--- config.mk ---
export PLATFORM = sky130hd
export DESIGN_NAME = fetch_pc_unit
export DESIGN_NICKNAME = d
export VERILOG_FILES = /design/src/rtl/fetch_pc_unit.sv
export SDC_FILE = /design/constraint.sdc
export NUM_CORES = 1
export LEC_CHECK = 0
export ABC_AREA = 1
export CELL_PAD_IN_SITES_DETAIL_PLACEMENT = 1
export CELL_PAD_IN_SITES_GLOBAL_PLACEMENT = 2
export CORE_MARGIN = 2
export CORE_UTILIZATION = 28
export DETAILED_ROUTE_END_ITERATION = 6
export PLACE_DENSITY_LB_ADDON = 0.3
export SYNTH_ARGS = -nofsm -noshare
export SYNTH_HDL_FRONTEND = slang
export SYNTH_SLANG_ARGS = --single-unit
--- constraint.sdc ---
create_clock -name clk -period 4.8 [get_ports clk]
set_input_delay 1.44 -clock clk [delete_from_list [all_inputs] [get_ports clk]]
set_output_delay 1.44 -clock clk [all_outputs]
set_load 0.03 [all_outputs]
--- src/rtl/fetch_pc_unit.sv ---
// Instruction fetch stage: owns the PC, issues instruction-memory requests and fills the IF/ID register.
// A one-entry skip buffer catches a word that returns while decode is stalled.
module fetch_pc_unit #(
    parameter logic [31:0] RESET_PC = 32'h0000_0000
) (
    input  logic        clk,
    input  logic        rst_n,
    input  logic        stall,
    input  logic        branch_taken,
    input  logic [31:0] branch_target,
    input  logic [31:0] branch_pc,
    input  logic        jump,
    input  logic [25:0] jump_index,
    input  logic        halt,
    output logic        imem_req,
    output logic [31:0] imem_addr,
    input  logic        imem_ready,
    input  logic [31:0] imem_rdata,
    output logic        if_id_valid,
    output logic [31:0] if_id_instr,
    output logic [31:0] if_id_pc,
    output logic [31:0] fetch_count
);

    typedef enum logic [1:0] {
        FETCH  = 2'd0,
        HOLD   = 2'd1,
        HALTED = 2'd2
    } state_t;

    state_t      state_q;
    logic [31:0] pc_q;
    logic        if_id_valid_q;
    logic [31:0] if_id_instr_q;
    logic [31:0] if_id_pc_q;
    logic [31:0] buf_instr_q;
    logic [31:0] buf_pc_q;
    logic [31:0] fetch_count_q;

    logic [31:0] bpc_plus4;
    logic [31:0] redirect_pc;
    logic        redirect;

    // Branch wins over jump when both arrive in the same cycle.
    assign bpc_plus4   = branch_pc + 32'd4;
    assign redirect    = branch_taken || jump;
    assign redirect_pc = branch_taken ? (bpc_plus4 + branch_target)
                                      : {bpc_plus4[31:28], jump_index, 2'b00};

    always_ff @(posedge clk) begin
        if (!rst_n) begin
            state_q       <= FETCH;
            pc_q          <= RESET_PC;
            if_id_valid_q <= 1'b0;
            if_id_instr_q <= 32'd0;
            if_id_pc_q    <= 32'd0;
            buf_instr_q   <= 32'd0;
            buf_pc_q      <= 32'd0;
            fetch_count_q <= 32'd0;
        end else if (halt) begin
            state_q       <= HALTED;
            if_id_valid_q <= 1'b0;
        end else if (redirect && (state_q != HALTED)) begin
            // Any word returning this cycle belongs to the wrong path and is dropped.
            state_q       <= FETCH;
            pc_q          <= redirect_pc;
            if_id_valid_q <= 1'b0;
            buf_instr_q   <= 32'd0;
            buf_pc_q      <= 32'd0;
        end else begin
            case (state_q)
                FETCH: begin
                    if (imem_ready) begin
                        pc_q <= pc_q + 32'd4;
                        if (stall) begin
                            buf_instr_q <= imem_rdata;
                            buf_pc_q    <= pc_q;
                            state_q     <= HOLD;
                        end else begin
                            if_id_valid_q <= 1'b1;
                            if_id_instr_q <= imem_rdata;
                            if_id_pc_q    <= pc_q;
                            fetch_count_q <= fetch_count_q + 32'd1;
                        end
                    end
                end
                HOLD: begin
                    if (!stall) begin
                        if_id_valid_q <= 1'b1;
                        if_id_instr_q <= buf_instr_q;
                        if_id_pc_q    <= buf_pc_q;
                        fetch_count_q <= fetch_count_q + 32'd1;
                        state_q       <= FETCH;
                    end
                end
                HALTED: begin
                end
                default: begin
                    state_q <= HALTED;
                end
            endcase
        end
    end

    assign imem_req    = (state_q == FETCH);
    assign imem_addr   = pc_q;
    assign if_id_valid = if_id_valid_q;
    assign if_id_instr = if_id_instr_q;
    assign if_id_pc    = if_id_pc_q;
    assign fetch_count = fetch_count_q;

endmodule

==> Yosys cells after proc, flatten, opt, wreduce, memory -nomap -nowiden <==
Index checks and enable logic that the tools add are counted.
{ "totals": {"elab_cells": 75, "reg_bits": 195} }
{ "classes": {"n_eq_ne": 11, "n_addsub": 4, "bitwise_logic": 4, "mux": 32, "n_reduce_logical": 15} }
{ "ops": {"columns": ["op", "n"], "rows": [
  ["two-way mux 32 bit", 20],
  ["case mux 32 bit (2 select lines)", 3],
  ["adder 32 x 3 -> 32 bit, second input constant", 2],
  ["adder 32 x 1 -> 32 bit, second input constant", 1],
  ["adder 32 bit", 1],
  ["AND reduction 4 bit", 4],
  ["two-way mux 2 bit", 5],
  ["!= test 2 bit, second input constant", 4],
  ["nonzero test 2 bit", 4],
  ["case mux 2 bit (3 select lines)", 1],
  ["AND reduction 6 bit", 1],
  ["!= test 4 x 2 -> 1 bit, second input constant", 1],
  ["!= test 4 x 3 -> 1 bit, second input constant", 1],
  ["!= test 4 bit, second input constant", 1],
  ["inverter 1 bit", 4],
  ["!= test 3 bit, second input constant", 1],
  ["AND reduction 3 bit", 1],
  ["OR reduction 3 bit", 1],
  ["== test 2 x 1 -> 1 bit, second input constant", 1],
  ["== test 2 bit, second input constant", 1],
  ["logical NOT 2 bit", 1],
  ["two-way mux 1 bit", 2],
  ["!= test 2 x 1 -> 1 bit, second input constant", 1],
  ["case mux 1 bit (2 select lines)", 1],
  ["other kinds (3)", 3]
]} }

==> Logic depth before layout (Yosys ltp) <==
{ "depth": {"ltp_word": 5, "depth_mapped": 26, "mapped_depth_nobuf": 26} }

==> Worst setup path after synthesis <==
Ideal clock, no wire load.
{ "synth_path": {"path_type": "input-to-reg", "start": "input branch_pc[2]", "end": "register pc_q[31] (netlist: imem_addr[31])", "t_arrival_ps": 3922, "path_slack_ps": 769, "path_buffers": 0, "required_time_ps": 4691, "setup_time_ps": 109, "cell_stages": 24, "path_cell_list": "ha_1 -> nand2_1 -> nor2_1 -> inv_1 -> nor4_1 -> nand4_1 -> nor2_1 -> nand2_1 -> xor2_1 -> inv_1 -> ha_1 -> nand2_1 -> inv_1 -> nand3_1 -> nor3_1 -> nand2_1 -> nand2_1 -> inv_1 -> nand2_1 -> nand3_1 -> nand2_1 -> nand3_1 -> nand2_1 -> inv_1"} }
{ "synth_between": {"elab_chain_cells": 4} }
{ "synth_rtl": {"columns": ["element", "line_no", "rtl"], "rows": [
  ["from (decl)", "11", "input logic [31:0] branch_pc,"],
  ["adder 32 x 3 -> 32 bit *", "45", "assign bpc_plus4 = branch_pc + 32'd4;"],
  ["adder 32 bit", "47", "assign redirect_pc = branch_taken ? (bpc_plus4 + branch_target)"],
  ["two-way mux 32 bit *", "47", null],
  ["two-way mux 32 bit *", "63", "end else if (redirect && (state_q != HALTED)) begin"],
  ["to (signal assigned)", "66", "pc_q <= redirect_pc;"],
  ["to (signal assigned)", "74", "pc_q <= pc_q + 32'd4;"],
  ["to (decl)", "32", "logic [31:0] pc_q;"]
]} }
Mark *: on every way between the ends. The rest lies on a longest branch, timed or not.
A chain may end at the register's enable or synchronous reset.

==> Worst setup path after layout <==
{ "layout_path": {"start": "input branch_pc[2]", "end": "register pc_q[24] (netlist: imem_addr[24])"} }
{ "layout_between": {"elab_chain_cells": 4} }
{ "layout_rtl": {"columns": ["element", "line_no"], "rows": [
  ["adder 32 x 3 -> 32 bit", "45"],
  ["adder 32 bit", "47"],
  ["two-way mux 32 bit", "47"],
  ["two-way mux 32 bit", "63"]
]} }
Every way passes these cells.

==> run summary <==
post-synthesis cell count: 1838
max-slew violations: 0
die area: 44900 µm²
total power: 4.48 mW
PwrDens: 277 nW/µm²
final WL: 47.7 mm
post-synthesis mux area share: 0%
Placer Congestion: 0.895
clk sinks: 195
Worst Tran Pin Value: 0.838 ns
Cell Area, Synth: 12100 µm²
largest family of logic cells by synthesized area: simple AND/OR/NAND/NOR gates
WS Path Type: in2reg
max_cap viols: 0
Setup Skew: 0.0137 ns
Clock Latency Late Sink: 0.46 ns
Cell variety after synth: 47
worst hold path class: reg2reg
crit path launch type: primary input
Mapped Nets: 2008
fin worst setup slack: 0.344 ns
H-tree depth: 4
Max Root-Sink Buffers: 2
Via Count: 13.1k
nets: 2259
leakage: 6.30 nW
GRT overflow: 0
Finished Layout Cells: 2688
drc violations: 0
post-DR wirelength/cell: 17.8 µm
max-slew headroom at the worst pin: 44.2%
first-pass GRT wire length: 75.2 mm
most frequent cells in the layout: 293 x nor2_1, 293 x nand2_1, 256 x clkdlybuf4s50_1
worst vdd rail ir drop: 0.000259 V
port bufs: 258
post-synthesis adder-cell area fraction: 4.30%
Total GRT Usage: 21.4%
crit path time final: 4.46 ns
critical path endpoint category: flip-flop
Area Overhead vs Synth: 33.7%
Design Area, Final: 16200 µm²
total number of yosys warnings: 0
Starting Density: 28.2%
core area: 42900 µm²
Final ANT Viol Nets: 0
Post-Place Worst Slack: -0.241 ns
Hold Slack: 0.457 ns
Rows: 76
vias per cell: 4.88
clk slew on worst S/H paths: 0.08 ns
CP max FO: 4
clock buffer count from CTS: 17
RSZ-0062 raised after global routing: true
die height: 212 µm
arrival time at the worst endpoint: 4.81 ns
complex-gate fraction of the synthesized area: 20.0%
Setup Viol. Count Final: 0
drt first pass iters: 4
Boundary Pins: 259
largest net degree at the start of global routing: 74
Final Hold Fails: 0
Yosys reg bits: 195
R2R setup slack: 1.87 ns
CTS tree: yes
Post-DP Area: 15500 µm²
Post-Synth Simple-Gate Area: 28.4%
initial antenna violation count: 1
status: finished clean
CP required: 5.15 ns
initial drt markers: 472
DP Wirelength: 36.4 mm
sequential element share of the synthesized area: 32.3%
dpl cells: 2655
Syn Area/Cell: 6.58 µm²
share of layout cells above drive strength 1: 6.66%
die width: 212 µm
Max Clk Rate: 224 MHz
Root Buffer: clkbuf_16
Synth Area in XOR/XNOR: 4.92%
Final period util: 92.8%
vias in the first global route: 13.6k
==> per-layer routing <==
layer	share of wire (%)	vias to the layer above	GRT usage, %
met1	45	6309	26.5
li1	-	6585	-
met2	50	181	39.2
met3	2.9	32	3.07
met5	0	-	0
met4	1.3	0	4.71
==> worst max-delay path: stages <==
cell             delay, ns
clkdlybuf4s50_1       0.49
buf_4                 0.12
inv_1                 0.05
nor2_2                0.12
nand2_1               0.09
nor2_1                0.22
nand4_1               0.27
buf_4                 0.22
xor2_1                0.12
inv_1                 0.08
ha_1                  0.30
nand2_1               0.09
nor2_1                0.17
inv_1                 0.08
nor3_1                0.21
buf_4                 0.16
nand4_1               0.14
nand4_1               0.15
nand3_1               0.11
nand2_1               0.10
a21oi_1               0.06
==> state kept, by name (all words and copies together) (netlist names) <==
register,cells
if_id_instr,32
imem_addr,32
state_q,2
buf_pc_q,32
if_id_valid,1
fetch_count,32
buf_instr_q,32
if_id_pc,32
==> worst paths after layout <==
check | depth (start not counted) | end | start
max | 21 | imem_addr[24] | branch_pc[2]
min | 2 | buf_instr_q[30] | buf_instr_q[30]
max reg2reg | 10 | imem_addr[7] | state_q[0]
min reg2reg | 2 | buf_instr_q[30] | buf_instr_q[30]
==> where the power goes <==
| part | leakage (nW) | total [mW] | internal, mW | switching (mW) |
|---|---|---|---|---|
| sequential | 1.59 | 1.81 | 1.71 | 0.104 |
| clock | 0.299 | 1.54 | 0.837 | 0.708 |
| combinational | 4.41 | 1.12 | 0.433 | 0.689 |
| total | 6.30 | 4.48 | 2.98 | 1.50 |
==> cell usage after synthesis, drive strengths merged <==
cell type	instances	area, µm²
o21a	5	37.5
buf	23	118
and3	1	6.26
a31oi	12	75.1
fa	1	20.0
clkbuf	66	248
ha	40	500
or2	2	12.5
xnor2	17	149
nor3	38	210
a21oi	146	731
xor2	51	447
a21o	2	15.0
o211ai	3	22.5
and2	2	12.5
nor3b	1	7.51
a211oi	77	578
nand3b	1	7.51
nand2	300	1160
nand4	59	375
o221a	1	11.3
o21bai	9	67.6
o211a	1	10.0
a2111oi	1	8.76
nand3	70	370
nor2	302	1160
clkinv	1	3.75
o21ai	172	861
dfxtp	195	3900
inv	223	845
nor4	15	113
a221oi	1	8.76
==> per-stage QoR <==
| stage | util, % | TNS, ns |
|---|---|---|
| 2_1_floorplan | - | 0 |
| 3_3_place_gp | 36.2 | -0.193 |
| 3_5_place_dp | 36.2 | -1.27 |
| 4_1_cts | 37.7 | 0 |
| 5_1_grt | 37.7 | -0.000502 |
| 6_report | 37.7 | 0 |
==> what timing repair did <==
action	4_1_cts	5_1_grt
resized for setup	0	9
setup endpoints to repair	0	9
buffers inserted	0	0
hold endpoints to repair	0	0
hold buffers	0	0
==> cell type report <==
type	instances	area, µm²
multi-input combinational	1330	7030
antenna	1	2.50
timing repair buffer	321	3050
tap	585	732
sequential	195	3900
fill	5386	26700
clock inverter	15	194
clock buffer	17	425
inverter	224	848
==> cells by family (layout without fill, tap and decap cells) <==
logic type | count (synthesis) | count (layout)
AND/OR/NAND/NOR | 791 | 791
adder cells (fa/ha/maj) | 41 | 41
XOR/XNOR | 68 | 68
flip-flops | 195 | 195
other | 0 | 1
AO/OA/AOI/OAI | 430 | 430
buffers and inverters | 313 | 577
(Power assumes the default switching activity.)
